===== config.mk =====
export PLATFORM = sky130hd
export DESIGN_NAME = dutb_run_ctrl
export DESIGN_NICKNAME = d
export VERILOG_FILES = /design/src/rtl/dutb_run_ctrl.sv
export SDC_FILE = /design/constraint.sdc
export NUM_CORES = 1
export LEC_CHECK = 0
export CORE_MARGIN = 4
export CORE_UTILIZATION = 30
export DETAILED_ROUTE_END_ITERATION = 10
export GPL_TIMING_DRIVEN = 0
export PLACE_DENSITY_LB_ADDON = 0.15
export SKIP_LAST_GASP = 1
export SLEW_MARGIN = 5
export SYNTH_ARGS = -nofsm -noshare
export SYNTH_HDL_FRONTEND = slang
export SYNTH_SLANG_ARGS = --single-unit

===== constraint.sdc =====
create_clock -name clk -period 3.3 [get_ports clk]
set_input_delay 0.66 -clock clk [delete_from_list [all_inputs] [get_ports clk]]
set_output_delay 0.66 -clock clk [all_outputs]
set_load 0.01 [all_outputs]

===== src/rtl/dutb_run_ctrl.sv =====
// rtl/dutb_run_ctrl.sv - run sequencer: slot grants, result tally, final status
module dutb_run_ctrl #(
    parameter int P_MAX_FAIL_NUM    = 16,
    parameter int P_MAX_TXN_NUM     = 1024,
    parameter int P_MAX_OUTSTANDING = 4,
    parameter int P_TIMEOUT_CYCLES  = 4096,
    parameter int P_CNT_WIDTH       = 16
) (
    input  logic                   clk,
    input  logic                   rst_n,
    input  logic                   start_i,
    input  logic                   abort_i,
    output logic                   drv_req_o,
    input  logic                   drv_ack_i,
    input  logic                   chk_valid_i,
    input  logic                   chk_pass_i,
    output logic                   busy_o,
    output logic                   done_o,
    output logic [2:0]             status_o,
    output logic [P_CNT_WIDTH-1:0] txn_cnt_o,
    output logic [P_CNT_WIDTH-1:0] pass_cnt_o,
    output logic [P_CNT_WIDTH-1:0] fail_cnt_o,
    output logic                   err_o
);
    localparam int WD_W = (P_TIMEOUT_CYCLES > 2) ? $clog2(P_TIMEOUT_CYCLES) : 1;

    localparam logic [P_CNT_WIDTH-1:0] CNT_MAX  = '1;
    localparam logic [P_CNT_WIDTH-1:0] TXN_MAX  = P_CNT_WIDTH'(P_MAX_TXN_NUM);
    localparam logic [P_CNT_WIDTH-1:0] FAIL_MAX = P_CNT_WIDTH'(P_MAX_FAIL_NUM);
    localparam logic [7:0]             OUT_MAX  = 8'(P_MAX_OUTSTANDING);
    localparam logic [WD_W-1:0]        WD_LAST  = WD_W'(P_TIMEOUT_CYCLES - 1);
    localparam logic [WD_W-1:0]        WD_SAT   = '1;

    localparam logic [2:0] ST_NONE       = 3'd0;
    localparam logic [2:0] ST_PASS       = 3'd1;
    localparam logic [2:0] ST_FAIL       = 3'd2;
    localparam logic [2:0] ST_FAIL_LIMIT = 3'd3;
    localparam logic [2:0] ST_TIMEOUT    = 3'd4;
    localparam logic [2:0] ST_ABORT      = 3'd5;

    typedef enum logic [1:0] {
        IDLE = 2'd0,
        RUN  = 2'd1,
        DONE = 2'd2
    } state_t;

    state_t                 state, state_n;
    logic [P_CNT_WIDTH-1:0] txn, txn_n, pass, pass_n, fail, fail_n;
    logic [7:0]             outs, outs_n;
    logic [WD_W-1:0]        wdog, wdog_n;
    logic [2:0]             status, status_n;
    logic                   err, err_n;
    logic                   issue, res_ok;

    assign busy_o     = (state == RUN);
    assign done_o     = (state == DONE);
    assign drv_req_o  = busy_o && (txn < TXN_MAX) && (outs < OUT_MAX);
    assign issue      = drv_req_o && drv_ack_i;
    // A result is only accepted if something is (or is becoming) in flight
    assign res_ok     = busy_o && chk_valid_i && ((outs != 8'd0) || issue);
    assign status_o   = status;
    assign txn_cnt_o  = txn;
    assign pass_cnt_o = pass;
    assign fail_cnt_o = fail;
    assign err_o      = err;

    always_ff @(posedge clk) begin
        if (!rst_n) begin
            state  <= IDLE;
            txn    <= '0;
            pass   <= '0;
            fail   <= '0;
            outs   <= '0;
            wdog   <= '0;
            status <= ST_NONE;
            err    <= 1'b0;
        end else begin
            state  <= state_n;
            txn    <= txn_n;
            pass   <= pass_n;
            fail   <= fail_n;
            outs   <= outs_n;
            wdog   <= wdog_n;
            status <= status_n;
            err    <= err_n;
        end
    end

    always_comb begin
        state_n  = state;
        txn_n    = txn;
        pass_n   = pass;
        fail_n   = fail;
        outs_n   = outs;
        wdog_n   = wdog;
        status_n = status;
        err_n    = err;
        case (state)
            IDLE, DONE: begin
                if (start_i) begin
                    state_n  = RUN;
                    txn_n    = '0;
                    pass_n   = '0;
                    fail_n   = '0;
                    outs_n   = '0;
                    wdog_n   = '0;
                    status_n = ST_NONE;
                    err_n    = 1'b0;
                end
            end
            RUN: begin
                if (issue && txn != CNT_MAX) txn_n = txn + P_CNT_WIDTH'(1);
                if (res_ok && chk_pass_i && pass != CNT_MAX) pass_n = pass + P_CNT_WIDTH'(1);
                if (res_ok && !chk_pass_i && fail != CNT_MAX) fail_n = fail + P_CNT_WIDTH'(1);
                if (issue && !res_ok) outs_n = outs + 8'd1;
                else if (res_ok && !issue) outs_n = outs - 8'd1;
                if (chk_valid_i && !res_ok) err_n = 1'b1;
                if (issue || res_ok) wdog_n = '0;
                else if (wdog != WD_SAT) wdog_n = wdog + WD_W'(1);

                // Exit conditions in priority order, judged on post-update counts
                if (abort_i) begin
                    state_n  = DONE;
                    status_n = ST_ABORT;
                end else if (fail_n == FAIL_MAX) begin
                    state_n  = DONE;
                    status_n = ST_FAIL_LIMIT;
                end else if (wdog == WD_LAST && !issue && !res_ok) begin
                    state_n  = DONE;
                    status_n = ST_TIMEOUT;
                end else if (txn_n == TXN_MAX && outs_n == 8'd0) begin
                    state_n  = DONE;
                    status_n = (fail_n == '0) ? ST_PASS : ST_FAIL;
                end
            end
            default: state_n = IDLE;
        endcase
    end
endmodule


==> results of run 1 <==
==> cell families after synthesis <==
family,synth area share
xor gates and xnor gates,0.0561
and+or+nand+nor,0.312
DFF,0.339
AOI/OAI and AO/OA,0.215
muxes,0.0146
buffers and inverters,0.0427
adders and majority gates,0.0201
==> routing by layer <==
layer	GRT usage	wire length (µm)	part of all wire	up-vias
met5	0	0	0	-
met4	0.0754	351	0.024	0
met3	0.0262	747	0.050	21
met2	0.281	6730	0.45	138
met1	0.256	7060	0.47	2204
li1	-	-	-	2263
==> tightest hold or removal path, stage by stage, from the launching register on <==
cell	delay, ns
sky130_fd_sc_hd__dfxtp_1	0.32
sky130_fd_sc_hd__nand2_1	0.06
sky130_fd_sc_hd__a21oi_1	0.05
==> state kept, by name, indices dropped and copies added (netlist names) <==
name,flops
err_o,1
fail_cnt_o,16
outs,8
pass_cnt_o,16
state,2
status_o,3
txn_cnt_o,16
wdog,12
==> synth_stat cells (9+ instances only) <==
cell type | n | area share
sky130_fd_sc_hd__o21ai_0 | 32 | 0.037
sky130_fd_sc_hd__nor3_1 | 14 | 0.016
sky130_fd_sc_hd__nand2_1 | 52 | 0.045
sky130_fd_sc_hd__a21oi_1 | 36 | 0.041
sky130_fd_sc_hd__nand4_1 | 14 | 0.020
sky130_fd_sc_hd__nand3_1 | 31 | 0.036
sky130_fd_sc_hd__a31oi_1 | 16 | 0.023
sky130_fd_sc_hd__a311oi_1 | 9 | 0.018
sky130_fd_sc_hd__xnor2_1 | 11 | 0.022
sky130_fd_sc_hd__nor4_1 | 11 | 0.016
sky130_fd_sc_hd__dfxtp_1 | 74 | 0.34
sky130_fd_sc_hd__and3_1 | 12 | 0.017
sky130_fd_sc_hd__and4_1 | 9 | 0.018
sky130_fd_sc_hd__nor2_1 | 73 | 0.063
sky130_fd_sc_hd__clkbuf_1 | 25 | 0.021
sky130_fd_sc_hd__inv_1 | 11 | 0.0095
sky130_fd_sc_hd__xor2_1 | 17 | 0.034
==> power groups by stage <==
stage | Combinational, W | Clock [W] | Sequential (W)
after floorplan | 0.000164 | 0 | 0.000936
after global placement | 0.000258 | 0 | 0.000938
after detailed placement | 0.000260 | 0 | 0.000938
after CTS | 0.000272 | 0.00105 | 0.000918
after global routing | 0.000307 | 0.00108 | 0.000920
final | 0.000279 | 0.00102 | 0.000919
==> through the flow <==
| stage | cell area [µm²] | hold slack [ns] | instances | power (W) |
|---|---|---|---|---|
| final | 5710 | 0.477 | 830 | 0.00222 |
| after global routing | 5710 | 0.511 | 830 | 0.00231 |
| after CTS | 5610 | 0.476 | 828 | 0.00224 |
| after detailed placement | 5200 | 0.457 | 807 | 0.00120 |
| after global placement | 5200 | 0.456 | 807 | 0.00120 |
| after floorplan | 4370 | 0.450 | 566 | 0.00110 |
==> final cells by class <==
cell class | count | area share
inverter | 13 | 0.00876
clock buffer | 12 | 0.0449
multi-input combinational | 445 | 0.494
buffer | 32 | 0.0245
tap | 180 | 0.0394
sequential | 74 | 0.260
timing repair buffer | 70 | 0.120
clock inverter | 4 | 0.00876
==> what timing repair did <==
item                                    in CTS  in global routing
cloned                                       0                  0
pin swaps                                    5                  8
buffers inserted                             5                  4
endpoints found under the setup margin      11                 14
gates resized for setup                     13                 18
==> final timing paths <==
kind | cells after the start | to | startpoint | slack, ns
setup / recovery | 9 | status_o[2] | fail_cnt_o[1] | 0.1
hold / removal | 2 | wdog[1] | wdog[1] | 0.48
setup reg to reg | 9 | status_o[2] | fail_cnt_o[1] | 0.1
hold reg to reg | 2 | wdog[1] | wdog[1] | 0.48
==> metrics list, run 1 <==
- The run finished with clean final reports.
* Flip-flop and latch area: 1480 µm²
- The via count of the first global-routing pass is roughly 4.3k.
* Gate family responsible for the most delay along the worst path: simple AND/OR/NAND/NOR gates
- After legalization and detailed placement, the total HPWL measured about 11000 µm.
- Ratio of cells with drive above 1 in the final layout: 0.103
* Filler cells: 1440
- Routed wirelength normalized by instance count: approximately 18 µm
- The count of buffers added on input and output ports is 61.
- Number of buffers added by the clock tree synthesis step: 9
- The detail route stage leaves a number of antenna-violating nets equal to 0.
- After clock tree synthesis, the clock-pin slew on the worst setup and hold paths is ~0.060 ns.
- Die outline area: 16600 µm²
- Number of placement rows: between 40 and 50
- Yosys mapped the design onto 62 distinct sky130hd cell types.
- For this configuration, the core starts out at a cell density of 0.310.
* Skew-Pair Late Insertion Delay: roughly 0.35 ns
* Critical path peak fanout: 6
- Combined area of all synthesized cells: 4370 µm²
- Setup TNS after final layout: 0 ns
- Dividing total power by cell area gives a power density of ~390 nW/µm².
- Yosys printed 0 warnings.
* Final hold vios: 0
- Cells along the critical path: ha_2 > nand4_1 > or4_4 > a2111oi_4 > mux2i_1 > or2_1 > or4_1 > nand3_1 > a31oi_1
* Total global routing overflow: 0
* Wire length of the first global-routing pass: 23800 µm
- Relative slew margins: 0.515
- Final worst clock skew: 0.00746 ns
- Yosys mapped a number of flops with a built-in enable equal to 0.
* H-Tree Level Count: 3
* Cells after Synth: about 570
* Height of the die: 129 µm
* Maximum clock rate: between 300 and 400 MHz
- Flop pwr share: 0.414
- The most used flip-flop cell after synthesis is sky130_fd_sc_hd__dfxtp_1.
* Post-route DRC: 0
- Clock network fraction of design power: 0.461
* Register bit count reported by yosys: 74
- Synthesized net count: 580
- Core Region: about 14000 µm²
- Setup violations remaining at the end of the flow were counted as 0.
- The number of buffers and inverters on the critical path is 0.
* Layout net count: between 600 and 700
- For the pin with the worst max-slew slack, the measured transition is roughly 0.73 ns.
* Mean area per synthesized cell: 7.72 µm²
- The internal power of the cells totals between 0.0015 and 0.002 W.
- The initial antenna violation count is 0.
- Sequential-to-total area share from yosys stat: 0.339
- The tree built by TritonCTS fans out to between 70 and 80 sinks.
- In this run the horizontal extent of the chip is between 100 and 150 µm.
- Number of pins with negative max-slew slack in the final report: 0
- Measured on the finished design, the core utilization comes to 0.405.
- Counting along the longest clock path gives a buffer depth of 2.
- Type of the worst setup path: reg2reg
* Path category of the worst min-delay check: reg2reg
* Sw frac: 0.270
* Required @ worst endpoint: ~3.5 ns
- On the worst path, the slowest cell contributes a delay of about 0.52 ns.
- The smallest clock period supported by the final layout is computed as approximately 3.2 ns.
* Via density per instance: 5.57
* Io pins: 62
* Worst Setup End Kind: flip-flop
- VDD sags by at most approximately 260 µV.
- At the worst endpoint, the arrival time is roughly 3.4 ns.
- Fraction of power consumed by combinational cells: 0.126
- Kind of start point of the critical path: flip-flop
- PnR worst setup slack: ~0.095 ns
* Final antenna diode count: 0
- In this run, post-CTS hold repair placed 0 buffers.
- Entering global routing, the biggest net connects 13 pins.
* Synth-to-layout area growth: 30.7%
- In this run, the number of DRC markers left after iteration 0 of detailed routing was approximately 260.
- Total vias in the final route: between 4k and 5k
* Routability congestion estimate: 0.912
- Leakage power: 1.88 nW
- Global Route Usage Sum: 0.183
- TritonRoute pass-1 iters: 5
- After synthesis, the share of flip-flops with an asynchronous set or reset is 0.
- In the layout the commonest cells are sky130_fd_sc_hd__dfxtp_1 (73), sky130_fd_sc_hd__nor2_1 (72), sky130_fd_sc_hd__clkdlybuf4s50_1 (59).
- Overall routed net length: around 15000 µm
* CTS tree: built
* Max-cap viol count: 0
* Leading cell type in the layout, fill and taps excluded: sky130_fd_sc_hd__dfxtp_1
* Final worst-path cycle share: 0.971
- The multi-input combinational cells in the finished layout cover a total of between 2000 and 3000 µm².
* Slowest CP cell: sky130_fd_sc_hd__or4_1
* Switching component of the power: around 0.00060 W
- The root buffer cell chosen for the clock tree is sky130_fd_sc_hd__clkbuf_16.
- At the placement stage, the worst setup path has a slack of -0.722 ns.
No activity file was read; power rests on OpenSTA's default activity.
==> run 2: changes to the inputs <==
ABC_CLOCK_PERIOD_IN_PS = 3300   (was not set)
==> results of run 2 <==
Final layout, timing and power as in run 1 (identical DEF).
==> run 3: changes to the inputs <==
PLACE_DENSITY = 0.54   (was not set)
PLACE_DENSITY_LB_ADDON = not set   (was 0.15)
==> metrics list, run 3 (same netlist as run 1, synthesis figures left out) <==
- During I/O placement, the number of pins put on the boundary was slightly above 60.
- Worst hold path startpoint: status_o[0]
- Number of buffers added by the clock tree synthesis step: 9
- At the pin with the least slew margin, the transition time is 0.788 ns.
- Worst setup startpoint: state[1]
* Clock network fraction of design power: 0.453
* Switching component of the power: about 0.00058 W
* Total of endpoints with negative setup slack in the final report: 0
* CTS tree: built
- Buffer cell driving the clock tree root: sky130_fd_sc_hd__clkbuf_16
- The initial antenna violation count is 0.
* Commonest cells after routing, fill and taps aside: sky130_fd_sc_hd__dfxtp_1 (74), sky130_fd_sc_hd__nor2_1 (71), sky130_fd_sc_hd__clkdlybuf4s50_1 (59)
- Via density per instance: 5.72
* Outcome: finished, final reports clean
- End-of-flow core utilization: 0.406
- After floorplanning, the core was divided into 43 placement rows.
* Leakage power: between 1.5 and 2 nW
- Ratio of cells with drive above 1 in the final layout: 0.105
* Total vias in the final route: 4746
- Reg2Reg Depth: 10
- For flop-to-flop paths, the worst setup slack is roughly 0.15 ns.
- Reg2Reg Launch Point: outs[0]
- R2r endpoint: status_o[2]
- Clock-pin slew was measured on the worst setup and hold paths at 0.06 ns.
- Post-route DRC: 0
* Synth-to-layout area growth: 31.1%
- After filler insertion, the fill cell instance count of the layout stands at around 1.4k.
- Leaving out fill and tap cells, the most frequent cell in the layout is sky130_fd_sc_hd__dfxtp_1.
- Setup repair after global routing could not meet its margin everywhere.
* Final antenna diode count: 0
- The initial utilization of the core area, before any placement, comes to 0.310.
- Across the routed clock network, the largest skew measured is about 0.0066 ns.
* Largest net degree at the start of global routing: 12
* Cell internal power dissipation: between 0.0015 and 0.002 W
- Final HPWL from detailed placement: approximately 11000 µm
* Die Span X: about 130 µm
* Flop pwr share: 0.418
- Path category of the worst min-delay check: reg2reg
* H-Tree Level Count: 3
- After global routing the overflow that remains totals 0.
- Die outline area: about 17000 µm²
- Timing would allow up to 307 MHz.
- TritonRoute pass-1 iters: 6
- First-iteration detailed-routing DRC count: 520
- Sw frac: 0.264
- Data on the critical path arrives at its endpoint at ~2.6 ns.
* Final worst hold slack: approximately 0.46 ns
- The worst path in the final design needs a cycle of ~3.3 ns, including I/O delays and setup.
* Power Density: between 300 and 400 nW/µm²
* Wire length of the first global-routing pass: 23700 µm
* Routed wirelength normalized by instance count: approximately 18 µm
- Dividing the final minimum period by the clock period gives 0.986.
- Flip-flop and latch area: ~1500 µm²
- Fraction of power consumed by combinational cells: 0.129
- Type of the worst setup path: reg2out
- Number of clock sinks: 74
* Skew-Pair Late Insertion Delay: 0.34 ns
- Number of pins with negative max-slew slack in the final report: 0
- The via count of the first global-routing pass is 4440.
- Required @ worst endpoint: about 2.6 ns
- Overall power consumption after layout is estimated at around 0.0022 W.
* Height of the die: roughly 130 µm
* Relative slew margins: 0.475
- Input and output buffers added on the ports amount to slightly above 60.
- The count of nets left with antenna violations once routing finished came out at 0.
- Max-cap viol count: 0
* Layout net count: 660
* Overall routed net length: 14800 µm
* End point of the critical path: busy_o
- Routability-driven placement finished with a final weighted congestion of approximately 0.93.
- Critical path peak fanout: 10
* Highest ir drop seen on vdd: about 270 µV
- Hold-fix buffer count after cts: 0
- Worst Setup End Kind: output port
- The number of hold violations in the final report came to 0.
* Footprint of the multi-input gates: about 2800 µm²
* Largest buffer count on any clock path: 2
* Kind of start point of the critical path: flip-flop
* Core Region: 14100 µm²
* Global Route Usage Sum: 0.179
run 3: cell count changes in the layout (fill, tap and decap cells not counted), sizes merged:
cell	before	now
clkbuf	35	36
clkinv	3	2
clkinvlp	2	1
dlygate4sd2	1	0
dlymetal6s2s	1	2
run 3: metal layers:
| layer | wire length (µm) | global-route usage | share of wire | vias up |
|---|---|---|---|---|
| li1 | - | - | - | 2251 |
| met1 | 6800 | 0.250 | 0.46 | 2249 |
| met2 | 6570 | 0.274 | 0.45 | 207 |
| met3 | 960 | 0.0257 | 0.065 | 39 |
| met4 | 417 | 0.0797 | 0.028 | 0 |
| met5 | 0 | 0 | 0 | - |
run 3: final cells by class:
type / count / area share
Multi-Input combinational cell: 445 / 0.496
Sequential cell: 74 / 0.259
Timing Repair Buffer: 70 / 0.119
Clock buffer: 12 / 0.0448
Tap cell: 180 / 0.0393
Buffer: 33 / 0.0260
Inverter: 13 / 0.00874
Clock inverter: 2 / 0.00656
run 3: how the worst min path moves through the flow:
stage | end | depth (start not counted)
floorplan | wdog[1] | 2
global placement | status_o[0] | 2
detailed placement | status_o[0] | 2
CTS | status_o[0] | 2
global route | status_o[0] | 2
finish | status_o[0] | 2
run 3: critical path: stages, from the launching register on:
cell	delay, ns
sky130_fd_sc_hd__dfxtp_1	0.46
sky130_fd_sc_hd__nand2b_1	0.14
sky130_fd_sc_hd__clkbuf_1	0.45
sky130_fd_sc_hd__clkinv_2	0.37
sky130_fd_sc_hd__buf_2	0.31
sky130_fd_sc_hd__clkdlybuf4s50_1	0.51
run 3: power by group through the flow:
stage	clock [W]	sequential, W	combinational (W)
global placement	0	0.000938	0.000256
detailed placement	0	0.000938	0.000257
global route	0.00105	0.000921	0.000312
floorplan	0	0.000936	0.000164
finish	0.000998	0.000920	0.000285
CTS	0.00102	0.000919	0.000267
run 3: repair_timing:
item | in CTS | in global routing
endpoints found under the setup margin | 14 | 10
pin swaps | 4 | 9
resized for setup | 11 | 28
buffers inserted | 4 | 5
run 3: stage by stage:
step | setup WS, ns | cell area (µm²) | cells | setup TNS, ns
4_1_cts | -0.00634 | 5590 | 825 | -0.00634
5_1_grt | -0.0520 | 5720 | 829 | -0.0726
3_5_place_dp | -0.670 | 5200 | 807 | -8.62
3_3_place_gp | -0.609 | 5200 | 807 | -7.13
2_1_floorplan | 0.328 | 4370 | 566 | 0
6_report | 0.0459 | 5720 | 829 | 0
